<file path="src/rtl/video_mode_proc.sv">
// video_mode_proc -- pixel-stream processor sitting between HDMI RX and TX
// (rx_clk domain). Applies a per-frame mode to CH_NUM x CH_W pixels with a
// fixed 3-cycle latency, delays de/hsync/vsync to match, and optionally
// measures the active width/height of each frame.
//
// Optional feature macro: VIDEO_PROC_STATS_EN (measurement logic). When it is
// undefined the four frame_* outputs are tied to 0.
//
// Ports:
//   clk, rst_n          pixel clock, asynchronous active-low reset
//   rgb_in, de, hsync, vsync   input stream, rgb_in = {.., ch1, ch0}
//   mode_in, thresh_in  0 pass / 1 gray / 2 threshold / 3 invert, threshold;
//                       both sampled on the vsync rising edge
//   rgb_out, de_out, hsync_out, vsync_out   stream delayed by 3 clk
//   frame_width, frame_height, frame_valid, frame_stable   last frame stats
module video_mode_proc #(
  parameter int CH_NUM = 3,
  parameter int CH_W   = 8,
  parameter int CNT_W  = 12
) (
  input  logic                   clk,
  input  logic                   rst_n,
  input  logic [CH_NUM*CH_W-1:0] rgb_in,
  input  logic                   de,
  input  logic                   hsync,
  input  logic                   vsync,
  input  logic [1:0]             mode_in,
  input  logic [CH_W-1:0]        thresh_in,
  output logic [CH_NUM*CH_W-1:0] rgb_out,
  output logic                   de_out,
  output logic                   hsync_out,
  output logic                   vsync_out,
  output logic [CNT_W-1:0]       frame_width,
  output logic [CNT_W-1:0]       frame_height,
  output logic                   frame_valid,
  output logic                   frame_stable
);
  localparam int PW = CH_NUM * CH_W;
  localparam logic [1:0] MODE_PASS = 2'd0;
  localparam logic [1:0] MODE_GRAY = 2'd1;
  localparam logic [1:0] MODE_THR  = 2'd2;
  localparam logic [1:0] MODE_INV  = 2'd3;
  localparam bit GRAY_EN = (CH_NUM == 3);

  logic              vs_prev_q, vs_rise;
  logic [1:0]        mode_q, mode_d;
  logic [CH_W-1:0]   thr_q, thr_d;
  logic [2:0]        vld_pipe_q, vld_pipe_d;
  logic [2:0]        hs_pipe_q, hs_pipe_d, vs_pipe_q, vs_pipe_d;
  logic [PW-1:0]     rgb_s1_q, rgb_s1_d, rgb_s2_q, rgb_s2_d, rgb_out_q, rgb_out_d;
  logic [1:0]        mode_s1_q, mode_s1_d, mode_s2_q, mode_s2_d;
  logic [CH_W-1:0]   thr_s1_q, thr_s1_d, thr_s2_q, thr_s2_d, g_s2_q, g_s2_d;
  logic [CH_NUM-1:0][CH_W-1:0] ch_out_d;

  // The pixel arriving with the vsync rising edge already uses the newly
  // captured mode, so the shadow value is bypassed on that cycle.
  always_comb begin
    vs_rise    = vsync & ~vs_prev_q;
    mode_d     = vs_rise ? mode_in : mode_q;
    thr_d      = vs_rise ? thresh_in : thr_q;
    vld_pipe_d = {vld_pipe_q[1:0], de};
    hs_pipe_d  = {hs_pipe_q[1:0], hsync};
    vs_pipe_d  = {vs_pipe_q[1:0], vsync};
    rgb_s1_d   = rgb_in;
    mode_s1_d  = mode_d;
    thr_s1_d   = thr_d;
    rgb_s2_d   = rgb_s1_q;
    mode_s2_d  = mode_s1_q;
    thr_s2_d   = thr_s1_q;
    rgb_out_d  = ch_out_d;
  end

  // Luma-ish gray: (ch0 + 2*ch1 + ch2) >> 2 computed 2 bits wider, cannot overflow.
  generate
    if (GRAY_EN) begin : g_gray
      logic [CH_W+1:0] g_sum;
      assign g_sum  = {2'b00, rgb_s1_q[0 +: CH_W]} + {1'b0, rgb_s1_q[CH_W +: CH_W], 1'b0}
                    + {2'b00, rgb_s1_q[2*CH_W +: CH_W]};
      assign g_s2_d = g_sum[CH_W+1:2];
    end else begin : g_nogray
      assign g_s2_d = '0;
    end
  endgenerate

  genvar c;
  generate
    for (c = 0; c < CH_NUM; c++) begin : g_ch
      logic [CH_W-1:0] ch_in, ch_res;
      assign ch_in = rgb_s2_q[c*CH_W +: CH_W];
      always_comb begin
        ch_res = ch_in;
        case (mode_s2_q)
          MODE_GRAY: if (GRAY_EN) ch_res = g_s2_q;
          MODE_THR:  if (GRAY_EN) ch_res = {CH_W{g_s2_q >= thr_s2_q}};
          MODE_INV:  ch_res = ~ch_in;
          default:   ch_res = ch_in;
        endcase
        // blank outside active video
        if (!vld_pipe_q[1]) ch_res = '0;
      end
      assign ch_out_d[c] = ch_res;
    end
  endgenerate

  always_ff @(posedge clk or negedge rst_n) begin
    if (!rst_n) begin
      vs_prev_q  <= 1'b0;
      mode_q     <= MODE_PASS;
      thr_q      <= '0;
      vld_pipe_q <= '0;
      hs_pipe_q  <= '0;
      vs_pipe_q  <= '0;
      rgb_s1_q   <= '0;
      rgb_s2_q   <= '0;
      rgb_out_q  <= '0;
      mode_s1_q  <= MODE_PASS;
      mode_s2_q  <= MODE_PASS;
      thr_s1_q   <= '0;
      thr_s2_q   <= '0;
      g_s2_q     <= '0;
    end else begin
      vs_prev_q  <= vsync;
      mode_q     <= mode_d;
      thr_q      <= thr_d;
      vld_pipe_q <= vld_pipe_d;
      hs_pipe_q  <= hs_pipe_d;
      vs_pipe_q  <= vs_pipe_d;
      rgb_s1_q   <= rgb_s1_d;
      rgb_s2_q   <= rgb_s2_d;
      rgb_out_q  <= rgb_out_d;
      mode_s1_q  <= mode_s1_d;
      mode_s2_q  <= mode_s2_d;
      thr_s1_q   <= thr_s1_d;
      thr_s2_q   <= thr_s2_d;
      g_s2_q     <= g_s2_d;
    end
  end

  assign rgb_out   = rgb_out_q;
  assign de_out    = vld_pipe_q[2];
  assign hsync_out = hs_pipe_q[2];
  assign vsync_out = vs_pipe_q[2];

`ifdef VIDEO_PROC_STATS_EN
  logic             de_prev_q, de_fall, armed_q, armed_d, stable_q, stable_d;
  logic [CNT_W-1:0] h_cnt_q, h_cnt_d, line_cnt_q, line_cnt_d, ref_w_q, ref_w_d;
  logic [CNT_W-1:0] fw_q, fw_d, fh_q, fh_d;
  logic             fv_q, fv_d, fs_q, fs_d;

  // Line bookkeeping is resolved before the publish check so a de falling
  // edge coinciding with the vsync rising edge still counts its line.
  always_comb begin
    de_fall    = de_prev_q & ~de;
    h_cnt_d    = h_cnt_q;
    line_cnt_d = line_cnt_q;
    ref_w_d    = ref_w_q;
    stable_d   = stable_q;
    armed_d    = armed_q;
    fw_d       = fw_q;
    fh_d       = fh_q;
    fv_d       = fv_q;
    fs_d       = fs_q;
    if (de && h_cnt_q != '1) h_cnt_d = h_cnt_q + 1'b1;
    if (de_fall) begin
      if (line_cnt_q != '1) line_cnt_d = line_cnt_q + 1'b1;
      if (line_cnt_q == '0)          ref_w_d  = h_cnt_q;
      else if (h_cnt_q != ref_w_q)   stable_d = 1'b0;
      h_cnt_d = '0;
    end
    if (vs_rise) begin
      // a frame without any de line leaves the published values untouched
      if (armed_q && line_cnt_d != '0) begin
        fw_d = ref_w_d;
        fh_d = line_cnt_d;
        fs_d = stable_d;
        fv_d = 1'b1;
      end
      armed_d    = 1'b1;
      h_cnt_d    = '0;
      line_cnt_d = '0;
      ref_w_d    = '0;
      stable_d   = 1'b1;
    end
  end

  always_ff @(posedge clk or negedge rst_n) begin
    if (!rst_n) begin
      de_prev_q  <= 1'b0;
      armed_q    <= 1'b0;
      stable_q   <= 1'b0;
      h_cnt_q    <= '0;
      line_cnt_q <= '0;
      ref_w_q    <= '0;
      fw_q       <= '0;
      fh_q       <= '0;
      fv_q       <= 1'b0;
      fs_q       <= 1'b0;
    end else begin
      de_prev_q  <= de;
      armed_q    <= armed_d;
      stable_q   <= stable_d;
      h_cnt_q    <= h_cnt_d;
      line_cnt_q <= line_cnt_d;
      ref_w_q    <= ref_w_d;
      fw_q       <= fw_d;
      fh_q       <= fh_d;
      fv_q       <= fv_d;
      fs_q       <= fs_d;
    end
  end

  assign frame_width  = fw_q;
  assign frame_height = fh_q;
  assign frame_valid  = fv_q;
  assign frame_stable = fs_q;
`else
  assign frame_width  = '0;
  assign frame_height = '0;
  assign frame_valid  = 1'b0;
  assign frame_stable = 1'b0;
`endif

endmodule

</file>
<file path="config.mk">
export PLATFORM = sky130hd
export DESIGN_NAME = video_mode_proc
export DESIGN_NICKNAME = d
export VERILOG_FILES = /design/src/rtl/video_mode_proc.sv
export SDC_FILE = /design/constraint.sdc
export NUM_CORES = 1
export LEC_CHECK = 0
export ABC_AREA = 0
export ABC_CLOCK_PERIOD_IN_PS = 2500
export CAP_MARGIN = 15
export CORE_MARGIN = 4
export CORE_UTILIZATION = 30
export CTS_BUF_LIST = sky130_fd_sc_hd__clkbuf_4 sky130_fd_sc_hd__clkbuf_8
export CTS_CLUSTER_DIAMETER = 80
export CTS_CLUSTER_SIZE = 40
export DETAILED_ROUTE_END_ITERATION = 10
export PLACE_DENSITY = 0.61
export SETUP_SLACK_MARGIN = 0.02
export SLEW_MARGIN = 15
export SYNTH_ARGS = -nofsm -noshare
export SYNTH_HDL_FRONTEND = slang
export SYNTH_SLANG_ARGS = --single-unit
</file>
<file path="constraint.sdc">
create_clock -name clk -period 2.5 [get_ports clk]
set_input_delay 0.75 -clock clk [delete_from_list [all_inputs] [get_ports clk]]
set_output_delay 0.75 -clock clk [all_outputs]
set_load 0.02 [all_outputs]
</file>
== After elaboration in Yosys (flattened, before gate mapping) ==
Cells that the tools add are included.

* Add/sub/neg operators: 2
* Multiply operators: 0
* Div/mod/pow operators: 0
* Order comparisons: 1
* Eq/ne operators: 3
* Shifts and indexed selects: 0
* Muxes and demuxes: 6
* Bitwise operators: 5
* Reduce and logical (&&, ||, !) cells: 0

{| class="wikitable"
|+ Operator list
! kind !! count
|-
| case mux 8 bit (3 select lines) || 3
|-
| two-way mux 8 bit || 3
|-
| NOT 8 bit || 3
|-
| adder 10 x 8 -> 10 bit || 1
|-
| adder 8 x 9 -> 10 bit || 1
|-
| >= comparator 8 bit || 1
|-
| == test 2 bit, second input constant || 2
|-
| == test 2 x 1 -> 1 bit, second input constant || 1
|-
| AND 1 bit || 1
|-
| NOT 1 bit || 1
|}

* Flip-flop bits (word level): 110
* Latch bits: 0
* RAM bits: 0
* Memory bits (read-only): 0
* Input bits: 39
* Output and inout port bits: 53
* Memories kept: 0

== Logic depth before layout (Yosys ltp) ==
Gate-level depths: netlist (run 1).

* Depth after elaboration: 3
* Gate-level depth with buffers: 8
* Mapped depth without buffers: 8

== Worst setup path after synthesis (run 1) ==
No wires, ideal clock.

* Path type: register -> register
* From: reg rgb_s1_q[2]
* To: reg g_s2_q[5]
* Library setup time: 0.126 ns
* Data arrival time: 1.967 ns
* Required time: 2.374 ns
* Path slack: 0.407 ns
* Stages on the path, launching flop included: 9
* Buffers on the path: 0
* Path through: dfrtp_1 fa_1 inv_1 fa_1 nor2b_1 o21ai_1 nand2b_1 a311oi_2 xnor2_1

* Longest elaborated chain between the ends: 2

{| class="wikitable"
|+ RTL lines
! what !! RTL line !! RTL
|-
| start: declaration || 50 || <nowiki>logic [PW-1:0] rgb_s1_q, rgb_s1_d, rgb_s2_q, rgb_s2_d, rgb_out_q, rgb_out_d;</nowiki>
|-
| start signal: assignment || 128 || <nowiki>rgb_s1_q <= rgb_s1_d;</nowiki>
|-
| adder 8 x 9 -> 10 bit || 77 || <nowiki>assign g_sum = {2'b00, rgb_s1_q[0 +: CH_W]} + {1'b0, rgb_s1_q[CH_W +: CH_W], 1'b0}</nowiki>
|-
| adder 10 x 8 -> 10 bit || 78 || <nowiki>+ {2'b00, rgb_s1_q[2*CH_W +: CH_W]};</nowiki>
|-
| via g_gray.g_sum[7] || 76 || <nowiki>logic [CH_W+1:0] g_sum;</nowiki>
|-
| end signal: assignment || 135 || <nowiki>g_s2_q <= g_s2_d;</nowiki>
|-
| end: declaration || 52 || <nowiki>logic [CH_W-1:0] thr_s1_q, thr_s1_d, thr_s2_q, thr_s2_d, g_s2_q, g_s2_d;</nowiki>
|}

The timed path passes the listed nets, and every way through them passes these cells.
A chain may end at the register's enable or synchronous reset.

== Worst setup path after layout (run 1) ==
* From: reg rgb_s1_q[1]
* To: reg g_s2_q[5]

The elaborated chain is that of the path after synthesis.

==> results.ini, run 1 <==
[power_and_ir_drop]
ir_worst_vdd_mv = 0.368
p_per_area_nw_per_um2 = 842
leakagePower_nw = 2.47
totalPowerFinal_mw = 4.59

[critical_path]
cp_data_required_time_ps = 2750
crit_path_frequent_cell = fa_1
worstSetupPathType = reg -> reg
cp_max_fo = 3
slowest_delay_ps = 580
cp_cell_sequence = fa_1 -> nand3_1 -> fa_1 -> nor2b_1 -> o21ai_1 -> nand2b_1 -> a311oi_2 -> xnor2_1
cp-end-kind = register
slowest_stage = fa_1
cp.arrival_ps = 2470
start_kind = register

[grt]
grt_max_degree = 110
grt_pass1_wl_mm = 13.8
grtUsageTotal_pct = 10.7
first_global_vias = 2690
antenna_found_initial = 0
grt_overflow = 0

[timing]
fin_skew_ps = 11.4
hold_viol = 0
min_period_ps = 2220
setup_violations = 0
period_share_pct = 88.9
maxSlewViolCount = 0
worst_pin_slew_ps = 764
max_freq_mhz = 450
rsz0062_at_grt = false
fin_setup_tns_ps = 0
finalWorstSetupSlack_ps = 278
slew_headroom_pct = 49.0

[die]
die-area_um2 = 16800
ios = 92
die-width_um = 130
die_h_um = 130
start_util_pct = 30.6
rows = 44
core-area_um2 = 14500

[cells_and_area]
mostFrequentLayoutCell = dfrtp_1
area_growth_pct = 22.7
diodes = 0
layout-drive-gt1-share_pct = 14.1
final_nets = 476
final_cells = 603
final_core_util_pct = 37.5
layout_common_cells = dfrtp_1, clkdlybuf4s50_1, nand2_1

[synth]
syn_avg_cell_area_um2 = 12.8
synthCells = 347
ys_warn_count = 0
ys.flop_type = dfrtp_1
yosysUniqueCellTypes = 38
async_flop_share_pct = 100
synth_edf_count = 0
ys_seq_elements = 109
syn_area_um2 = 4440
yosysSeqAreaShare_pct = 61.4

[clocking]
cts_setup_buffers = 0
path_clk_slew_ps = 100
clock_path_buffers = 2
numCtsBuffers = 9
cts_sinks = 109
clock_latency_ps = 370
htreeDepth = 3
clock-root-buffer = clkbuf_8
cts_tree = built
cts_hold_buf = 0
cts_resized = 0

[drt]
drt_first_pass_iters = 4
dr_total_vias = 2616
postRouteAntennaNets = 0
routed_via_density = 4.34
drtIter0Drc = 131
wl_per_cell_um = 13.9
wl_mm = 8.40
drc = 0

[outcome]
outcome = finished, final reports clean

[place]
place_hpwl_mm = 6.25
place_ws_ps = 281
io_buffers = 65
gp_congestion = 0.745
placed_cells = 587

[run]
cap_viol_max_count = 0

[worst_hold_path]
hp-class = reg -> reg

## power by group
group          leakage, nW  internal (mW)  switching, mW
combinational         1.04          0.537          0.657
clock                0.127          0.714          0.546
sequential            1.30           2.00          0.137
total                 2.47           3.25           1.34
## routing by layer
layer | part of all wire [%] | vias to the layer above | GRT usage (%)
met4 | 1.5 | 0 | 4.40
met2 | 49 | 87 | 17.0
met3 | 6.0 | 11 | 2.74
li1 | - | 1247 | -
met5 | 0 | - | 0
met1 | 44 | 1271 | 14.2
## metrics by stage
| step | hold slack (ps) | cell area, um^2 |
|---|---|---|
| floorplan | 331 | 4540 |
| global placement | 334 | 5200 |
| detailed placement | 336 | 5200 |
| CTS | 357 | 5450 |
| global route | 371 | 5450 |
| finish | 357 | 5450 |
## final timing paths
kind / startpoint / to / slack, ps / depth (start not counted)
setup / recovery: rgb_s1_q[1] / g_s2_q[5] / 280 / 8
hold / removal: hs_pipe_q[1] / hs_pipe_q[2] / 360 / 0
setup reg to reg: rgb_s1_q[1] / g_s2_q[5] / 280 / 8
hold reg to reg: hs_pipe_q[1] / hs_pipe_q[2] / 360 / 0
max in group asynchronous: rst_n / thr_s1_q[4] / 1620 / 2
min in group asynchronous: rst_n / rgb_out[3] / 430 / 2
## registers in the layout, indices dropped and copies added (netlist names)
register    cells
g_s2_q          8
mode_s1_q       2
vs_pipe_q       3
vld_pipe_q      3
thr_s2_q        8
rgb_out        24
thr_s1_q        8
rgb_s2_q       24
hs_pipe_q       3
mode_s2_q       2
rgb_s1_q       24
## synthesized netlist by cell type (2+ instances only)
master    count  area (um^2)
ha_1         15          188
dfrtp_1     109         2730
inv_1        12         45.0
nor2b_1       2         12.5
a21o_1        7         52.6
a22oi_2      20          250
xor2_1        2         17.5
o21ai_0      23          115
clkbuf_1      6         22.5
a211oi_1      3         22.5
mux2_2       10          113
a31oi_1       2         12.5
nand2_1      53          199
buf_4        26          195
buf_2         6         30.0
xnor2_1       4         35.0
a21oi_1       7         35.0
buf_6         2         22.5
nand2b_1      3         18.8
nor2_1       10         37.5
fa_1          8          160
## worst max-delay path: cells and delay by family, from the launching register on
kind            cells  cell delay (ps)
fa+ha+maj           2              980
flops               1              420
simple gates        3              380
compound gates      2              190
xor+xnor            1              140
## layout make-up
class,instances,area (um^2)
Inverter,13,48.8
Clock buffer,12,153
Tap cell,184,230
Fill cell,1379,9080
Clock inverter,4,95.1
Sequential cell,109,2730
Timing Repair Buffer,71,706
Multi-Input combinational cell,210,1490
## kinds of logic (layout without fill, tap and decap cells)
logic type                 Yosys count  in the layout  share of synthesized area [%]
muxes                               10             10                           2.53
other                                1             26                         0.0844
AOI/OAI and AO/OA                   72             72                           13.1
buffers and inverters               53            100                           7.18
adders and majority gates           23             23                           7.83
DFF                                109            109                           61.4
and+or+nand+nor                     73             73                           6.73
xor gates and xnor gates             6              6                           1.18
Power figures use the tool's default switching activity.
==> run 2: changes to the inputs <==
--- a/config.mk
+++ b/config.mk
@@ -9,12 +9,12 @@
 export ABC_CLOCK_PERIOD_IN_PS = 2500
 export CAP_MARGIN = 15
 export CORE_MARGIN = 4
-export CORE_UTILIZATION = 30
+export CORE_UTILIZATION = 53
 export CTS_BUF_LIST = sky130_fd_sc_hd__clkbuf_4 sky130_fd_sc_hd__clkbuf_8
 export CTS_CLUSTER_DIAMETER = 80
 export CTS_CLUSTER_SIZE = 40
 export DETAILED_ROUTE_END_ITERATION = 10
-export PLACE_DENSITY = 0.61
+export PLACE_DENSITY = 0.91
 export SETUP_SLACK_MARGIN = 0.02
 export SLEW_MARGIN = 15
 export SYNTH_ARGS = -nofsm -noshare
==> run 2 against run 1 <==
Critical path depth unchanged. Hold slack got worse by 8.3 ps. Clock power decreased by 15%. Sequential power about the same. Final area decreased by 2.3%. Global-route usage increased by 5.8 points. Total power decreased by 4.1%.
==> results.ini, run 2 (synthesis gave the netlist of run 1 again) <==
[drt]
drc = 0
postRouteAntennaNets = 0
dr_total_vias = 2705
drt_first_pass_iters = 4
wl_mm = 7.77
drtIter0Drc = 166
wl_per_cell_um = 14.8
routed_via_density = 5.14

[cells_and_area]
mostFrequentLayoutCell = dfrtp_1
final_nets = 478
diodes = 0
seq_area_um2 = 2730
multi_input_area_um2 = 1490
nFillCells = 595
layout-drive-gt1-share_pct = 14.5
final_core_util_pct = 65.2
area_growth_pct = 19.8
layout_common_cells = dfrtp_1, clkdlybuf4s50_1, nand2_1

[critical_path]
cp-end-kind = register
cp_data_required_time_ps = 2750
worstSetupPathType = reg -> reg
cp_max_fo = 3
start_kind = register
cp.arrival_ps = 2500

[timing]
slew_headroom_pct = 52.4
fin_skew_ps = 8.96
fin_setup_tns_ps = 0
hold_viol = 0
min_period_ps = 2250
maxSlewViolCount = 0
worst_pin_slew_ps = 713
rsz0062_at_grt = false
setup_violations = 0
max_freq_mhz = 444
period_share_pct = 90.1

[clocking]
clock_latency_ps = 360
clock_path_buffers = 2
clock-root-buffer = clkbuf_8
cts_hold_buf = 0
numCtsBuffers = 9
cts_resized = 0
htreeDepth = 3
cts_setup_buffers = 0
path_clk_slew_ps = 100
cts_tree = built
cts_sinks = 109

[grt]
grt_pass1_wl_mm = 12.7
grt_overflow = 0
grt_max_degree = 47
antenna_found_initial = 0
first_global_vias = 2600
grtUsageTotal_pct = 16.5

[die]
die_h_um = 99.6
core-area_um2 = 8180
rows = 33
die-area_um2 = 9910
die-width_um = 99.6
ios = 92
start_util_pct = 54.4

[place]
place_hpwl_mm = 5.94
gp_congestion = 0.822
io_buffers = 65

[power_and_ir_drop]
ir_worst_vdd_mv = 0.414
leakagePower_nw = 2.45
p_per_area_nw_per_um2 = 826

[run]
cap_viol_max_count = 0

[outcome]
outcome = finished, final reports clean

[worst_hold_path]
hp-class = in -> async

run 2: cell types whose count changed in the layout (fill, tap and decap cells not counted):
cell / before / now
buf_4: 6 / 8
bufinv_16: 3 / 1
clkbuf_4: 2 / 0
clkinv_4: 0 / 1
clkinvlp_4: 0 / 1
inv_6: 0 / 2
run 2: report_power, final:
part           switching (mW)  leakage [nW]  internal, mW
combinational           0.662          1.05         0.543
clock                   0.573         0.103         0.497
sequential              0.127          1.30          2.00
total                    1.36          2.45          3.04
run 2: area by class of cell:
type                       instances  area share (%)
clock buffer                      10            2.58
clock inverter                     6            1.29
inverter                          13           0.916
multi-input combinational        210            28.0
sequential                       109            51.2
tap                              105            2.47
timing repair buffer              73            13.5
run 2: final timing paths:
check / from / endpoint / slack, ps / cells past startpoint
min in group clk: vld_pipe_q[0] / vld_pipe_q[1] / 360 / 0
max in group asynchronous: rst_n / rgb_s1_q[22] / 1460 / 2
setup / recovery: rgb_s1_q[2] / g_s2_q[5] / 250 / 8
hold reg to reg: vld_pipe_q[0] / vld_pipe_q[1] / 360 / 0
hold / removal: rst_n / rgb_out[4] / 350 / 1
setup reg to reg: rgb_s1_q[2] / g_s2_q[5] / 250 / 8
run 2: metal layers:
metal  part of all wire (%)  track usage (%)
met1                     41             22.7
met2                     50             26.3
met3                    7.4             3.86
met4                    1.9             5.46
met5                      0                0
run 2: critical path, cell delays in order, from the launching register on:
cell      delay [ps]
dfrtp_1          410
fa_1             570
inv_1             70
fa_1             450
nor2b_1          120
o21ai_1           60
nand2b_1         160
a311oi_2         130
xnor2_1          150
run 2: per-stage QoR:
| stage | hold WS, ps | cells | area, um^2 | setup slack [ps] | power, mW |
|---|---|---|---|---|---|
| final | 348 | 526 | 5330 | 249 | 4.40 |
| after global routing | 365 | 526 | 5330 | 60.0 | 4.65 |
| after CTS | 355 | 526 | 5330 | 231 | 4.45 |
| after detailed placement | 336 | 510 | 5120 | 250 | 3.37 |
| after global placement | 333 | 510 | 5120 | 331 | 3.32 |
| after floorplan | 331 | 372 | 4540 | 407 | 2.93 |
==> run 3: changes to the inputs <==
--- a/config.mk
+++ b/config.mk
@@ -6,15 +6,15 @@
 export NUM_CORES = 1
 export LEC_CHECK = 0
 export ABC_AREA = 0
-export ABC_CLOCK_PERIOD_IN_PS = 2500
+export ABC_CLOCK_PERIOD_IN_PS = 2900
 export CAP_MARGIN = 15
 export CORE_MARGIN = 4
-export CORE_UTILIZATION = 53
+export CORE_UTILIZATION = 56
 export CTS_BUF_LIST = sky130_fd_sc_hd__clkbuf_4 sky130_fd_sc_hd__clkbuf_8
 export CTS_CLUSTER_DIAMETER = 80
 export CTS_CLUSTER_SIZE = 40
 export DETAILED_ROUTE_END_ITERATION = 10
-export PLACE_DENSITY = 0.91
+export PLACE_DENSITY = 0.95
 export SETUP_SLACK_MARGIN = 0.02
 export SLEW_MARGIN = 15
 export SYNTH_ARGS = -nofsm -noshare
==> constraint.sdc (replaced) <==
create_clock -name clk -period 2.9 [get_ports clk]
set_input_delay 0.87 -clock clk [delete_from_list [all_inputs] [get_ports clk]]
set_output_delay 0.87 -clock clk [all_outputs]
set_load 0.02 [all_outputs]
==> run 3 against run 2 <==
Via count fell by 0.81%. First-iteration DRC count rose by 6.6%. Flip-flop and latch count did not move. Non-clock buffer count fell by 2. Wire length increased by 5.3%. Sequential share of layout area grew 0.14 points. Global-route usage up 1.6 points. Setup slack improved by 300 ps. Utilization grew 3.6 points. Clock power is 11% lower. Sequential power is 14% lower. Clock-buffer cell count shrank 1. Critical path type unchanged. Largest cell class unchanged.
==> results.ini, run 3 (synthesis gave the netlist of run 1 again) <==
[cells_and_area]
area_growth_pct = 19.5
layout_common_cells = dfrtp_1, clkdlybuf4s50_1, nand2_1
mostFrequentLayoutCell = dfrtp_1
final_cells = 520
diodes = 0
layout-drive-gt1-share_pct = 13.9
final_nets = 476
finish.instance_area_um2 = 5310

[place]
placed_cell_area_um2 = 5100
gp_congestion = 0.863
place_hpwl_mm = 6.08
placed_cells = 505
place_ws_ps = 598
io_buffers = 65

[clocking]
cts_tree = built
numCtsBuffers = 9
clock_path_buffers = 2
clock_latency_ps = 360
cts_setup_buffers = 0
path_clk_slew_ps = 90
htreeDepth = 3
clock-root-buffer = clkbuf_8
cts_resized = 0
cts_hold_buf = 0
cts_sinks = 109

[timing]
fin_skew_ps = 11.6
slew_headroom_pct = 51.3
setup_violations = 0
rsz0062_at_grt = false
min_period_ps = 2350
maxSlewViolCount = 0
max_freq_mhz = 426
hold_viol = 0
period_share_pct = 81.0
worst_pin_slew_ps = 731
fin_setup_tns_ps = 0
finalWorstSetupSlack_ps = 552

[critical_path]
worstSetupPathType = reg -> reg
cp_max_fo = 3
crit_path_frequent_cell = fa_1
slowest_stage = fa_1
cp_data_required_time_ps = 3160
slowest_delay_ps = 590
cp_cell_sequence = fa_1 -> nand3_1 -> fa_1 -> nor2b_1 -> o21ai_1 -> nand2b_1 -> a311oi_2 -> xnor2_1
start_kind = register
cp.arrival_ps = 2610
cp-end-kind = register

[die]
die-width_um = 97.1
die_h_um = 97.1
rows = 32
start_util_pct = 57.5
ios = 92
die-area_um2 = 9430
core-area_um2 = 7730

[run]
cap_viol_max_count = 0

[drt]
wl_mm = 8.18
routed_via_density = 5.16
dr_total_vias = 2683
drc = 0
postRouteAntennaNets = 0
drtIter0Drc = 177
drt_first_pass_iters = 4
wl_per_cell_um = 15.7

[grt]
grt_max_degree = 46
antenna_found_initial = 0
grt_overflow = 0
first_global_vias = 2691
grt_pass1_wl_mm = 13.2
grtUsageTotal_pct = 18.1

[worst_hold_path]
hp-class = reg -> reg

[power_and_ir_drop]
ir_worst_vdd_mv = 0.373
p_per_area_nw_per_um2 = 723
leakagePower_nw = 2.44

[outcome]
outcome = finished, final reports clean

-- run 3: cell types whose count changed in the layout (fill, tap and decap cells not counted) --
cell       change
inv_6          -1
clkinv_2       +1
bufinv_16      +1
clkbuf_8       -1
clkinv_4       -1
buf_4          -2
-- run 3: worst max-delay path: cells and delay by family (launching register included) --
kind            cells  cell delay (ps)
fa+ha+maj           2             1030
compound gates      2              200
xor+xnor            1              140
simple gates        3              460
flops               1              410
-- run 3: path summary, 6_finish.rpt --
kind / cells past startpoint / slack, ps / endpoint / start
max: 8 / 550 / g_s2_q[5] / rgb_s1_q[1]
max reg2reg: 8 / 550 / g_s2_q[5] / rgb_s1_q[1]
min reg2reg: 0 / 360 / vld_pipe_q[1] / vld_pipe_q[0]
min in group asynchronous: 1 / 460 / rgb_s1_q[15] / rst_n
max in group asynchronous: 2 / 1750 / rgb_s2_q[12] / rst_n
min: 0 / 360 / vld_pipe_q[1] / vld_pipe_q[0]
-- run 3: through the flow --
stage	hold WS, ps	total power [mW]	util (%)
3_3_place_gp	333	2.84	66.0
5_1_grt	362	4.04	68.7
4_1_cts	359	3.86	68.7
2_1_floorplan	331	2.53	-
6_report	355	3.84	68.7
3_5_place_dp	337	2.90	66.0
-- run 3: layout make-up --
cell class	instances	area (um^2)
Clock buffer	9	124
Clock inverter	6	86.3
Fill cell	516	2420
Inverter	13	48.8
Multi-Input combinational cell	210	1490
Sequential cell	109	2730
Tap cell	102	128
Timing Repair Buffer	71	706
-- run 3: layer usage --
metal	share of wire, %	wire (um)	up-vias	track usage [%]
met3	7.0	572	12	4.24
li1	-	-	1247	-
met1	39	3210	1319	22.8
met4	2.0	161	0	8.53
met2	52	4230	105	29.9
met5	0	0	-	0
-- run 3: power by group --
part,internal (mW),total (mW),switching [mW]
clock,0.481,0.957,0.476
combinational,0.465,1.05,0.583
sequential,1.72,1.83,0.111
total,2.67,3.84,1.17
